File: src/rtl/cpu_pkg.sv
// Shared definitions for the accumulator-CPU control sequencer.
// Contents: opcode encodings, the phase-state enumeration (phases 0..7 plus
// HALTED), the strobe bundle driven into the datapath, and a helper that maps
// a state onto the externally visible 3-bit phase number.
package cpu_pkg;

    localparam int OP_CODE_WIDTH = 3;

    localparam logic [OP_CODE_WIDTH-1:0] HLT = 3'd0;
    localparam logic [OP_CODE_WIDTH-1:0] SKZ = 3'd1;
    localparam logic [OP_CODE_WIDTH-1:0] ADD = 3'd2;
    localparam logic [OP_CODE_WIDTH-1:0] AND = 3'd3;
    localparam logic [OP_CODE_WIDTH-1:0] XOR = 3'd4;
    localparam logic [OP_CODE_WIDTH-1:0] LDA = 3'd5;
    localparam logic [OP_CODE_WIDTH-1:0] STO = 3'd6;
    localparam logic [OP_CODE_WIDTH-1:0] JMP = 3'd7;

    // Phases 0..7 use their phase number as encoding; HALTED sits outside that range.
    typedef enum logic [3:0] {
        INST_ADDR  = 4'd0,
        INST_FETCH = 4'd1,
        INST_LOAD  = 4'd2,
        IDLE       = 4'd3,
        OP_ADDR    = 4'd4,
        OP_FETCH   = 4'd5,
        ALU_OP     = 4'd6,
        STORE      = 4'd7,
        HALTED     = 4'd8
    } state_e;

    typedef struct packed {
        logic sel;
        logic rd;
        logic ld_ir;
        logic ld_ac;
        logic inc_pc;
        logic ld_pc;
        logic wr;
        logic data_e;
        logic halt;
    } strobe_t;

    localparam strobe_t STROBES_OFF = '{default: 1'b0};

    // Visible phase number; HALTED reports phase 0.
    function automatic logic [2:0] phase_of(input state_e st);
        logic [2:0] ph;
        case (st)
            INST_ADDR:  ph = 3'd0;
            INST_FETCH: ph = 3'd1;
            INST_LOAD:  ph = 3'd2;
            IDLE:       ph = 3'd3;
            OP_ADDR:    ph = 3'd4;
            OP_FETCH:   ph = 3'd5;
            ALU_OP:     ph = 3'd6;
            STORE:      ph = 3'd7;
            default:    ph = 3'd0;
        endcase
        return ph;
    endfunction

endpackage

File: src/rtl/cpu_sequencer_if.sv
// Control bus between the sequencer and the CPU datapath.
// master: the sequencer (consumes opcode/zero[/mem_ready], drives strobes,
//         halt, phase and instr_count).
// slave:  the datapath side (the reverse directions).
// Optional macro MEM_WAIT_EN adds the mem_ready handshake line.
interface cpu_sequencer_if import cpu_pkg::*; #(
    parameter int CNT_WIDTH = 16
);
    logic [OP_CODE_WIDTH-1:0] opcode;
    logic                     zero;
`ifdef MEM_WAIT_EN
    logic                     mem_ready;
`endif
    logic                     sel;
    logic                     rd;
    logic                     ld_ir;
    logic                     ld_ac;
    logic                     inc_pc;
    logic                     ld_pc;
    logic                     wr;
    logic                     data_e;
    logic                     halt;
    logic [2:0]               phase;
    logic [CNT_WIDTH-1:0]     instr_count;

`ifdef MEM_WAIT_EN
    modport master (
        input  opcode, zero, mem_ready,
        output sel, rd, ld_ir, ld_ac, inc_pc, ld_pc, wr, data_e, halt, phase, instr_count
    );
    modport slave (
        output opcode, zero, mem_ready,
        input  sel, rd, ld_ir, ld_ac, inc_pc, ld_pc, wr, data_e, halt, phase, instr_count
    );
`else
    modport master (
        input  opcode, zero,
        output sel, rd, ld_ir, ld_ac, inc_pc, ld_pc, wr, data_e, halt, phase, instr_count
    );
    modport slave (
        output opcode, zero,
        input  sel, rd, ld_ir, ld_ac, inc_pc, ld_pc, wr, data_e, halt, phase, instr_count
    );
`endif

endinterface

File: src/rtl/cpu_seq_decode.sv
// Combinational strobe decoder for the sequencer.
// Ports:
//   state     in  current FSM state
//   opcode    in  IR[7:5]; only looked at in phases 4..7
//   zero      in  accumulator==0
//   mem_ready in  memory handshake (tie to 1 when no wait states exist)
//   strobes   out datapath control bundle
// Pulse strobes in the stall-capable states (INST_LOAD, ALU_OP, STORE) are
// qualified with mem_ready so they fire once, on the completing cycle; level
// signals (sel, rd, wr, data_e) stay up for the whole stall.
module cpu_seq_decode import cpu_pkg::*; (
    input  state_e                   state,
    input  logic [OP_CODE_WIDTH-1:0] opcode,
    input  logic                     zero,
    input  logic                     mem_ready,
    output strobe_t                  strobes
);

    logic alu_s;
    logic skz_s;
    logic sto_s;
    logic jmp_s;
    logic hlt_s;

    // Opcode class flags; unknown opcodes fall to default and act as no-ops.
    always_comb begin
        alu_s = 1'b0;
        skz_s = 1'b0;
        sto_s = 1'b0;
        jmp_s = 1'b0;
        hlt_s = 1'b0;
        case (opcode)
            HLT:                hlt_s = 1'b1;
            SKZ:                skz_s = 1'b1;
            ADD, AND, XOR, LDA: alu_s = 1'b1;
            STO:                sto_s = 1'b1;
            JMP:                jmp_s = 1'b1;
            default:            alu_s = 1'b0;
        endcase
    end

    // Per-state strobe table.
    always_comb begin
        strobes = STROBES_OFF;
        case (state)
            INST_ADDR: begin
                strobes.sel = 1'b1;
            end
            INST_FETCH: begin
                strobes.sel = 1'b1;
                strobes.rd  = 1'b1;
            end
            INST_LOAD: begin
                strobes.sel   = 1'b1;
                strobes.rd    = 1'b1;
                strobes.ld_ir = mem_ready;
            end
            IDLE: begin
                strobes.sel   = 1'b1;
                strobes.rd    = 1'b1;
                strobes.ld_ir = 1'b1;
            end
            OP_ADDR: begin
                strobes.inc_pc = 1'b1;
                strobes.halt   = hlt_s;
            end
            OP_FETCH: begin
                strobes.rd = alu_s;
            end
            ALU_OP: begin
                strobes.rd     = alu_s;
                strobes.inc_pc = skz_s & zero & mem_ready;
                strobes.ld_pc  = jmp_s & mem_ready;
                strobes.data_e = sto_s;
            end
            STORE: begin
                strobes.rd     = alu_s;
                strobes.ld_ac  = alu_s & mem_ready;
                strobes.inc_pc = jmp_s & mem_ready;
                strobes.ld_pc  = jmp_s & mem_ready;
                strobes.wr     = sto_s;
                strobes.data_e = sto_s;
            end
            HALTED: begin
                strobes.halt = 1'b1;
            end
            default: begin
                strobes = STROBES_OFF;
            end
        endcase
    end

endmodule

File: src/rtl/cpu_sequencer.sv
// Multi-cycle control sequencer for the 8-bit accumulator CPU.
// Each instruction walks phases 0..7 (one per clock); HLT in phase 4 parks
// the machine in HALTED until n_rst. Strobes are decoded from the state
// register by cpu_seq_decode; this module owns the state register and the
// saturating retired-instruction counter.
// Ports:
//   clk    in  system clock, rising edge
//   n_rst  in  asynchronous active-low reset
//   bus    master side of cpu_sequencer_if (opcode, zero, strobes, halt,
//          phase, instr_count)
// Optional macro MEM_WAIT_EN: INST_LOAD, ALU_OP and STORE wait for
// bus.mem_ready; without it those states always complete in one cycle.
module cpu_sequencer import cpu_pkg::*; #(
    parameter int CNT_WIDTH = 16
) (
    input  logic             clk,
    input  logic             n_rst,
    cpu_sequencer_if.master  bus
);

    localparam logic [CNT_WIDTH-1:0] CNT_ZERO = {CNT_WIDTH{1'b0}};
    localparam logic [CNT_WIDTH-1:0] CNT_MAX  = {CNT_WIDTH{1'b1}};
    localparam logic [CNT_WIDTH-1:0] CNT_ONE  = {{(CNT_WIDTH-1){1'b0}}, 1'b1};

    state_e               state_r;
    logic [CNT_WIDTH-1:0] count_r;
    logic                 ready_s;
    strobe_t              strobes_s;

`ifdef MEM_WAIT_EN
    assign ready_s = bus.mem_ready;
`else
    assign ready_s = 1'b1;
`endif

    cpu_seq_decode u_decode (
        .state     (state_r),
        .opcode    (bus.opcode),
        .zero      (bus.zero),
        .mem_ready (ready_s),
        .strobes   (strobes_s)
    );

    // Phase state machine and saturating retired-instruction counter.
    always_ff @(posedge clk or negedge n_rst) begin
        if (!n_rst) begin
            state_r <= INST_ADDR;
            count_r <= CNT_ZERO;
        end else begin
            case (state_r)
                INST_ADDR:  state_r <= INST_FETCH;
                INST_FETCH: state_r <= INST_LOAD;
                INST_LOAD: begin
                    if (ready_s) begin
                        state_r <= IDLE;
                    end
                end
                IDLE:       state_r <= OP_ADDR;
                OP_ADDR: begin
                    // HLT retires here since it never reaches STORE.
                    if (bus.opcode == HLT) begin
                        state_r <= HALTED;
                        count_r <= (count_r == CNT_MAX) ? count_r : count_r + CNT_ONE;
                    end else begin
                        state_r <= OP_FETCH;
                    end
                end
                OP_FETCH:   state_r <= ALU_OP;
                ALU_OP: begin
                    if (ready_s) begin
                        state_r <= STORE;
                    end
                end
                STORE: begin
                    if (ready_s) begin
                        state_r <= INST_ADDR;
                        count_r <= (count_r == CNT_MAX) ? count_r : count_r + CNT_ONE;
                    end
                end
                HALTED:     state_r <= HALTED;
                default:    state_r <= INST_ADDR;
            endcase
        end
    end

    assign bus.sel         = strobes_s.sel;
    assign bus.rd          = strobes_s.rd;
    assign bus.ld_ir       = strobes_s.ld_ir;
    assign bus.ld_ac       = strobes_s.ld_ac;
    assign bus.inc_pc      = strobes_s.inc_pc;
    assign bus.ld_pc       = strobes_s.ld_pc;
    assign bus.wr          = strobes_s.wr;
    assign bus.data_e      = strobes_s.data_e;
    assign bus.halt        = strobes_s.halt;
    assign bus.phase       = phase_of(state_r);
    assign bus.instr_count = count_r;

endmodule

File: src/flat_wrapper.sv
// flat-port wrapper written by rule: the top's interface ports become plain ports
module cpu_sequencer_flat import cpu_pkg::*;
#(
    parameter int CNT_WIDTH = 16
)
  (clk, n_rst, bus_opcode, bus_zero, bus_sel, bus_rd, bus_ld_ir, bus_ld_ac, bus_inc_pc, bus_ld_pc, bus_wr, bus_data_e, bus_halt, bus_phase, bus_instr_count);
  cpu_sequencer_if #(.CNT_WIDTH(CNT_WIDTH)) bus_i ();
  input  logic clk;
  input  logic n_rst;
  input wire logic [$bits(bus_i.opcode)-1:0] bus_opcode;
  input wire logic [$bits(bus_i.zero)-1:0] bus_zero;
  output wire logic [$bits(bus_i.sel)-1:0] bus_sel;
  output wire logic [$bits(bus_i.rd)-1:0] bus_rd;
  output wire logic [$bits(bus_i.ld_ir)-1:0] bus_ld_ir;
  output wire logic [$bits(bus_i.ld_ac)-1:0] bus_ld_ac;
  output wire logic [$bits(bus_i.inc_pc)-1:0] bus_inc_pc;
  output wire logic [$bits(bus_i.ld_pc)-1:0] bus_ld_pc;
  output wire logic [$bits(bus_i.wr)-1:0] bus_wr;
  output wire logic [$bits(bus_i.data_e)-1:0] bus_data_e;
  output wire logic [$bits(bus_i.halt)-1:0] bus_halt;
  output wire logic [$bits(bus_i.phase)-1:0] bus_phase;
  output wire logic [$bits(bus_i.instr_count)-1:0] bus_instr_count;
  assign bus_i.opcode = bus_opcode;
  assign bus_i.zero = bus_zero;
  assign bus_sel = bus_i.sel;
  assign bus_rd = bus_i.rd;
  assign bus_ld_ir = bus_i.ld_ir;
  assign bus_ld_ac = bus_i.ld_ac;
  assign bus_inc_pc = bus_i.inc_pc;
  assign bus_ld_pc = bus_i.ld_pc;
  assign bus_wr = bus_i.wr;
  assign bus_data_e = bus_i.data_e;
  assign bus_halt = bus_i.halt;
  assign bus_phase = bus_i.phase;
  assign bus_instr_count = bus_i.instr_count;
  cpu_sequencer #(.CNT_WIDTH(CNT_WIDTH)) u_core (.clk(clk), .n_rst(n_rst), .bus(bus_i));
endmodule
File: config.mk
export PLATFORM = sky130hd
export DESIGN_NAME = cpu_sequencer_flat
export DESIGN_NICKNAME = d
export VERILOG_FILES = /design/src/rtl/cpu_pkg.sv /design/src/rtl/cpu_sequencer_if.sv /design/src/rtl/cpu_seq_decode.sv /design/src/rtl/cpu_sequencer.sv /design/src/flat_wrapper.sv
export SDC_FILE = /design/constraint.sdc
export NUM_CORES = 1
export LEC_CHECK = 0
export CORE_ASPECT_RATIO = 1.25
export CORE_MARGIN = 2
export CORE_UTILIZATION = 47
export DETAILED_ROUTE_END_ITERATION = 8
export GPL_TIMING_DRIVEN = 0
export PLACE_DENSITY_LB_ADDON = 0.05
export SLEW_MARGIN = 0
export SYNTH_ARGS = -nofsm -noshare
export SYNTH_HDL_FRONTEND = slang
export SYNTH_SLANG_ARGS = --single-unit
File: constraint.sdc
create_clock -name clk -period 2.04 [get_ports clk]
set_input_delay 0.408 -clock clk [delete_from_list [all_inputs] [get_ports clk]]
set_output_delay 0.408 -clock clk [all_outputs]
set_load 0.05 [all_outputs]
==> impl_summary.log, run 1 <==
[metrics] status: finished with violations
[metrics] failing checks: negative setup slack
[metrics] total die area: around 3000 um^2
[metrics] clock insertion delay at the later pin of the skew report: roughly 300 ps
[metrics] Hold Violations, Final: 0
[metrics] Vias/cell: approximately 5.7
[metrics] total placed instance area: 1640 um^2
[metrics] number of synthesized flops with an enable pin: 0
[metrics] layout cells sized above 1: approximately 31%
[metrics] Die Ht: between 60 and 70 um
[metrics] Synth cell types: 35
[metrics] half-perimeter wire length after detailed placement: approximately 2100 um
[metrics] number of placed instances with taps included: ~180
[metrics] number of buffers inserted during clock tree synthesis: 3
[metrics] final design instance area without fill: ~1700 um^2
[metrics] leftover overflow at the end of global routing: 0
[metrics] Final Slew Violations: 0
[metrics] unrepaired setup endpoints after global routing: yes
[metrics] highest attainable clock frequency: 480.1 MHz
[metrics] leakage power: around 0.77 nW
[metrics] Avg Inst Size Synth: ~11 um^2
[metrics] DR iter-0 viols: 21
[metrics] area share of the leading cell type in the synthesized netlist: approximately two fifths
[metrics] Top FF cell, synth: dfrtp_1
[metrics] CTS tree: built
[metrics] share of the yosys chip area belonging to registers: 40.82%
[metrics] Post-Route Skew: a little over 4 ps
[metrics] met2 track utilization from global routing: around two fifths
[metrics] Remaining DRCs: 0
[metrics] post-synthesis instance area: roughly 1200 um^2
[metrics] number of buffers between clock root and the deepest sink: 2
[metrics] Top-Level Pins: 34
[metrics] buffer type at the clock tree root: clkbuf_4
[metrics] Hold Path Class: reg2reg
[metrics] Yosys warning count: 0
[metrics] core box area: ~2500 um^2
[metrics] classification of the worst setup path: reg2out
[metrics] transition time at the pin with the least slew margin: ~900 ps
[metrics] maximum fanout encountered on the critical timing path: 8
[metrics] most frequent cell after synthesis: dfrtp_1
[metrics] most area-consuming cells after synthesis: dfrtp_1 41%, xor2_1 11%, a211oi_1 5.5%
[metrics] Most Used Layer, Global Route: met2
[metrics] chain of cells forming the critical path: buf_6, nand2b_4, clkinv_4, nand4_1, nor2_4, and2_4, buf_8
[metrics] Crit path arrival time: 1670 ps
[metrics] Largest stage delay, worst path: around 390 ps
[metrics] Antenna Cells: 0
[metrics] Initial Util: ~50%
[metrics] std cell rows: 20
[metrics] required time at the worst-slack endpoint: approximately 1600 ps
[metrics] Final Cycle Share: 102.1%
[metrics] largest net degree at the start of global routing: 21
[metrics] Area growth syn-to-layout: 39.29%
[metrics] standard cell with the maximum stage delay on the critical path: dfrtp_1
[metrics] antenna violations before repair: 0
[metrics] final setup violation count: 3
[metrics] overall track demand over capacity in global routing: between 20% and 30%
[metrics] pwr/cell area: between 1000 and 1500 nW/um^2
[metrics] worst voltage drop across the vdd grid: 0.9830 mV
[metrics] share of async-settable or async-resettable flops after synthesis: 100.0%
[metrics] endpoint class of the critical path: primary output
[metrics] Max Cap Viol: 0
[metrics] min cycle time layout: 2083 ps
[metrics] Initial DRT Pass Iterations: 4
[metrics] residual antenna-violating net count after detailed routing: 0
[metrics] Port Buffer Count: 33
[metrics] die outline width: 49.69 um
[metrics] Max-Slew Margin vs Limit: 39.23%
[metrics] post-detailed-route wirelength per cell: 15.22 um
[metrics] Total Power: roughly 2 mW
[metrics] top cells by count, synth: 20 x dfrtp_1, 15 x xor2_1, 9 x a211oi_1, 7 x nand4_1, 7 x nor2_1
[metrics] Mapped Nets: around 120
[metrics] met1 Usage GRT: 21.66%
[metrics] final standard cell count with taps included and fillers excluded: approximately 190
[metrics] # nets final: ~170
[metrics] via count of the first global-routing pass: around 1.1k
[metrics] first-pass GRT wire length: ~4700 um
[metrics] #FFs+latches synth: 20
[metrics] final critical-path setup slack: -42.84 ps
[metrics] CP Launch Type: flop
[metrics] cell type contributing the most total cell area after synthesis: dfrtp_1
[metrics] Routability Congestion: between 0.7 and 0.8
[metrics] routed wire length: approximately 2900 um
[metrics] clock transition at the registers of the reported paths: between 100 and 150 ps
[metrics] DP Worst Slack: -831.3 ps
[metrics] met3 track demand over resource: under 10%
[metrics] vias after detailed routing: 1076
[metrics] Gate Count Post-Synth: roughly 120
[metrics] H-tree level count: 1
[metrics] clock net sink count: 20
worst paths after layout:
path                                                         from                                     end  slack (ps)  cells after the start
max                                   u_core.state_r[3]$_DFF_PN0_                                  bus_wr         -40                      7
min                        u_core.bus.instr_count[15]$_DFFE_PN0P_  u_core.bus.instr_count[15]$_DFFE_PN0P_         530                      1
max reg2reg                 u_core.bus.instr_count[4]$_DFFE_PN0P_  u_core.bus.instr_count[14]$_DFFE_PN0P_         190                      4
min reg2reg                u_core.bus.instr_count[15]$_DFFE_PN0P_  u_core.bus.instr_count[15]$_DFFE_PN0P_         530                      1
max in group asynchronous                                   n_rst             u_core.state_r[1]$_DFF_PN0_         810                      1
min in group asynchronous                                   n_rst  u_core.bus.instr_count[15]$_DFFE_PN0P_         610                      1
registers in the layout (all words and copies together), names as in the netlist:
name                    cells
u_core.bus.instr_count     16
u_core.state_r              4
critical path, delay by kind of cell (launching register included):
family	cells	cell delay (ps)
flip-flops	1	390
AND/OR/NAND/NOR	4	650
buffers and inverters	3	330
kinds of logic (layout without fill, tap and decap cells):
kind of cell	count (synthesis)	in the layout	synth area share [%]
multiplexers	2	2	1.837
XOR/XNOR	17	17	12.14
flip-flops	20	20	40.82
adder cells (fa/ha/maj)	1	1	1.020
AND/OR/NAND/NOR	48	48	25.41
buffers and inverters	10	50	4.999
AO/OA/AOI/OAI	18	18	13.78
what timing repair did:
action	4_1_cts	5_1_grt
hold buffers	0	0
setup buffers	1	4
pin swaps	2	1
resized for setup	54	15
setup endpoints to repair	13	12
per-layer routing:
| metal | part of all wire [%] | up-vias | wire length [um] |
|---|---|---|---|
| met5 | 0 | - | 0 |
| met4 | 0.83 | 0 | 24 |
| met3 | 5.8 | 4 | 166 |
| met2 | 56 | 36 | 1604 |
| met1 | 38 | 526 | 1081 |
| li1 | - | 510 | - |
stage by stage:
stage	hold slack [ps]	TNS, ps	util, %
after floorplan	112.4	-352.5	-
after global placement	506.7	-5327	66.89
after detailed placement	511.0	-6184	66.89
after CTS	531.1	-90.17	67.60
after global routing	552.1	-318.2	69.64
final	530.6	-65.00	69.64
power breakdown:
part           internal (mW)  total (mW)  switching [mW]
combinational          0.403        1.21           0.807
sequential             0.481       0.619           0.138
clock                 0.0687       0.187           0.118
final cells by class:
cell class | instances | area [um^2]
inverters | 3 | 16.27
multi-input cells | 86 | 716.9
clock buffers | 3 | 22.52
fillers | 234 | 744.5
flip-flops and latches | 20 | 503.0
plain buffers | 6 | 47.55
well taps | 33 | 41.29
repair buffers | 38 | 360.3
layout by cell type, fill, tap and decap left out, types with 4 or more instances in the layout:
master           instances
a211oi_1                 9
nor2_1                   4
nor2b_1                  4
nand4_1                  7
nand2_1                  5
nand3_1                  6
xor2_1                  15
buf_6                    4
dfrtp_1                 18
clkdlybuf4s50_1         15
buf_2                    4
dlygate4sd2_1            7
buf_4                    8
Note: power is estimated with default switching activity, not from simulation.
==> inputs of run 2 (changes only) <==
CORE_UTILIZATION = 43   (was 47)
clock period = 1.88 ns   (was 2.04 ns; I/O delays follow)
==> run 2 against run 1 <==
Against the previous run: the run still ends with negative setup slack left; count of clock-buffer cells in the layout up 1; non-clock buffer count up 6; global-route usage down 1.9 points; sequential share of layout area down 1.3 points; via count up 0.28%; final area up 6.8%; clock power up 17%; critical path type unchanged; wire length up 1.4%; first-iteration DRC count down 33%.
==> impl_summary.log, run 2 (synthesized netlist as in run 1, its figures left out) <==
[metrics] Hold Path Class: reg2reg
[metrics] endpoint class of the critical path: primary output
[metrics] via count of the first global-routing pass: 1055 (-3.0%)
[metrics] core box area: 2706 um^2 (+10%)
[metrics] vias after detailed routing: 1079 (+0.28%)
[metrics] Top-Level Pins: 34 (unchanged)
[metrics] Initial Util: 45.31% (-4.7 points)
[metrics] pwr/cell area: 1274 nW/um^2 (+8.0%)
[metrics] first-pass GRT wire length: 4540 um (-4.4%)
[metrics] std cell rows: 21 (+5.0%)
[metrics] Area growth syn-to-layout: 48.78%
[metrics] classification of the worst setup path: reg2out
[metrics] Port Buffer Count: 33 (unchanged)
[metrics] overall track demand over capacity in global routing: 18.47% (-1.9 points)
[metrics] clock insertion delay at the later pin of the skew report: 310 ps (about the same)
[metrics] antenna violations before repair: 0 (unchanged)
[metrics] buffer type at the clock tree root: clkbuf_4
[metrics] leakage power: 0.8190 nW (+6.4%)
[metrics] final critical-path setup slack: -81.54 ps (-38.70 ps)
[metrics] Post-Route Skew: 6.400 ps (+2.371 ps)
[metrics] Hold Buf Count CTS: 0 (unchanged)
[metrics] clock net sink count: 20 (unchanged)
[metrics] Final Cycle Share: 104.3%
[metrics] transition time at the pin with the least slew margin: 868.3 ps (-40.42 ps)
[metrics] residual antenna-violating net count after detailed routing: 0 (unchanged)
[metrics] leftover overflow at the end of global routing: 0 (unchanged)
[metrics] required time at the worst-slack endpoint: 1500 ps (-130 ps)
[metrics] layout cells sized above 1: 48.47% (+18 points)
[metrics] DR iter-0 viols: 14 (-33%)
[metrics] total die area: 3297 um^2 (+8.6%)
[metrics] most used cells in the layout excluding fill and tap cells: 20 x dlygate4sd2_1, 15 x xor2_1, 11 x dfrtp_2, 10 x buf_4
[metrics] Hold Violations, Final: 0 (unchanged)
[metrics] Max Cap Viol: 0 (unchanged)
[metrics] Remaining DRCs: 0 (unchanged)
[metrics] number of flip-flops under the largest register name: 16 (unchanged)
[metrics] Initial DRT Pass Iterations: 4 (unchanged)
[metrics] Max-Slew Margin vs Limit: 41.93% (+2.7 points)
[metrics] status: finished with violations
[metrics] highest attainable clock frequency: a little over 500 MHz
[metrics] final setup violation count: 5 (+2)
[metrics] Die Ht: 63.71 um (+4.3%)
[metrics] clock transition at the registers of the reported paths: 110 ps (about the same)
[metrics] Vias/cell: 5.477 (-3.8%)
[metrics] Antenna Cells: 0 (unchanged)
[metrics] maximum fanout encountered on the critical timing path: 4 (-4)
[metrics] largest net degree at the start of global routing: 21 (unchanged)
[metrics] Finished Core Util: 67.41% (-2.2 points)
[metrics] number of buffers between clock root and the deepest sink: 2 (unchanged)
[metrics] post-detailed-route wirelength per cell: 14.81 um (-2.7%)
[metrics] min cycle time layout: 1962 ps
[metrics] routed wire length: 2918 um (+1.4%)
[metrics] number of buffers inserted during clock tree synthesis: 3 (unchanged)
[metrics] die outline width: 51.76 um (+4.2%)
[metrics] Crit path arrival time: 1590 ps (-80 ps)
[metrics] half-perimeter wire length after detailed placement: 1912 um (-10%)
[metrics] failing checks: negative setup slack
[metrics] # nets final: 171 (+3.6%)
[metrics] H-tree level count: 1 (unchanged)
[metrics] CP Launch Type: flop
[metrics] Final Slew Violations: 0 (unchanged)
[metrics] unrepaired setup endpoints after global routing: yes
[metrics] DP Worst Slack: -883.5 ps (-52.19 ps)
[metrics] worst voltage drop across the vdd grid: 1.269 mV (+29%)
[metrics] CTS tree: built
[metrics] Routability Congestion: 0.7925 (+8.3%)
[metrics] most common cell after layout, fill and taps aside: dlygate4sd2_1
[run 2: changes by cell type in the layout (fill, tap and decap cells not counted), moves of 3 or more]
| cell | before | now |
|---|---|---|
| clkdlybuf4s50_1 | 15 | 2 |
| nor2b_1 | 4 | 1 |
| a211oi_2 | 0 | 6 |
| dfrtp_2 | 2 | 11 |
| buf_6 | 4 | 9 |
| a211oi_1 | 9 | 3 |
| dfrtp_1 | 18 | 9 |
| dlygate4sd2_1 | 7 | 20 |
[run 2: cell type report]
cell class	instances	area, um^2
Multi-Input combinational cell	86	793.3
Timing Repair Buffer	44	381.6
Buffer	6	50.05
Tap cell	34	42.54
Fill cell	228	882.1
Sequential cell	20	514.2
Clock buffer	4	26.28
Inverter	3	16.27
[run 2: report_power, final]
part	switching (mW)	leakage, nW	internal, mW
registers	0.110	0.249	0.526
clock network	0.135	0.0150	0.0829
logic	0.960	0.555	0.510
total	1.20	0.819	1.12
[run 2: path summary, 6_finish.rpt]
| kind | slack, ps | cells past startpoint | start | endpoint |
|---|---|---|---|---|
| setup reg to reg | 20 | 8 | u_core.state_r[3]$_DFF_PN0_ | u_core.bus.instr_count[9]$_DFFE_PN0P_ |
| min in group asynchronous | 550 | 1 | n_rst | u_core.bus.instr_count[8]$_DFFE_PN0P_ |
| max in group asynchronous | 740 | 1 | n_rst | u_core.state_r[2]$_DFF_PN0_ |
| setup / recovery | -80 | 7 | u_core.state_r[3]$_DFF_PN0_ | bus_halt |
| hold reg to reg | 490 | 1 | u_core.state_r[3]$_DFF_PN0_ | u_core.state_r[1]$_DFF_PN0_ |
| hold / removal | 490 | 1 | u_core.state_r[3]$_DFF_PN0_ | u_core.state_r[1]$_DFF_PN0_ |
[run 2: metal layers]
layer  global-route usage, %  routed length [um]  vias to the layer above
li1                        -                   -                      521
met1                   21.39                1198                      521
met2                   31.57                1521                       30
met3                   2.370                 112                        7
met4                   10.86                  86                        0
met5                       0                   0                        -
[run 2: critical path: stages (launching register included)]
cell and delay [ps]:
dfrtp_2 450, buf_4 140, buf_6 110, buf_6 110, nor2b_4 120, a21oi_2 150, nor3_2 60, buf_6 150
[run 2: what timing repair did]
action	in CTS	in global routing
setup buffers	5	5
endpoints found under the setup margin	28	17
gates resized for setup	86	31
endpoints found under the hold margin	0	0
cloned	0	1
pin swaps	2	11
[run 2: through the flow]
stage / hold WS (ps) / instances / total power [mW] / setup TNS, ps / area [um^2]
2_1_floorplan: 80.41 / 116 / 1.597 / -663.1 / 1280
3_3_place_gp: 482.1 / 183 / 1.981 / -8424 / 1653
3_5_place_dp: 490.3 / 183 / 1.991 / -8677 / 1653
4_1_cts: 505.5 / 192 / 2.228 / -572.3 / 1713
5_1_grt: 512.0 / 197 / 2.449 / -845.6 / 1824
6_report: 489.8 / 197 / 2.324 / -327.2 / 1824
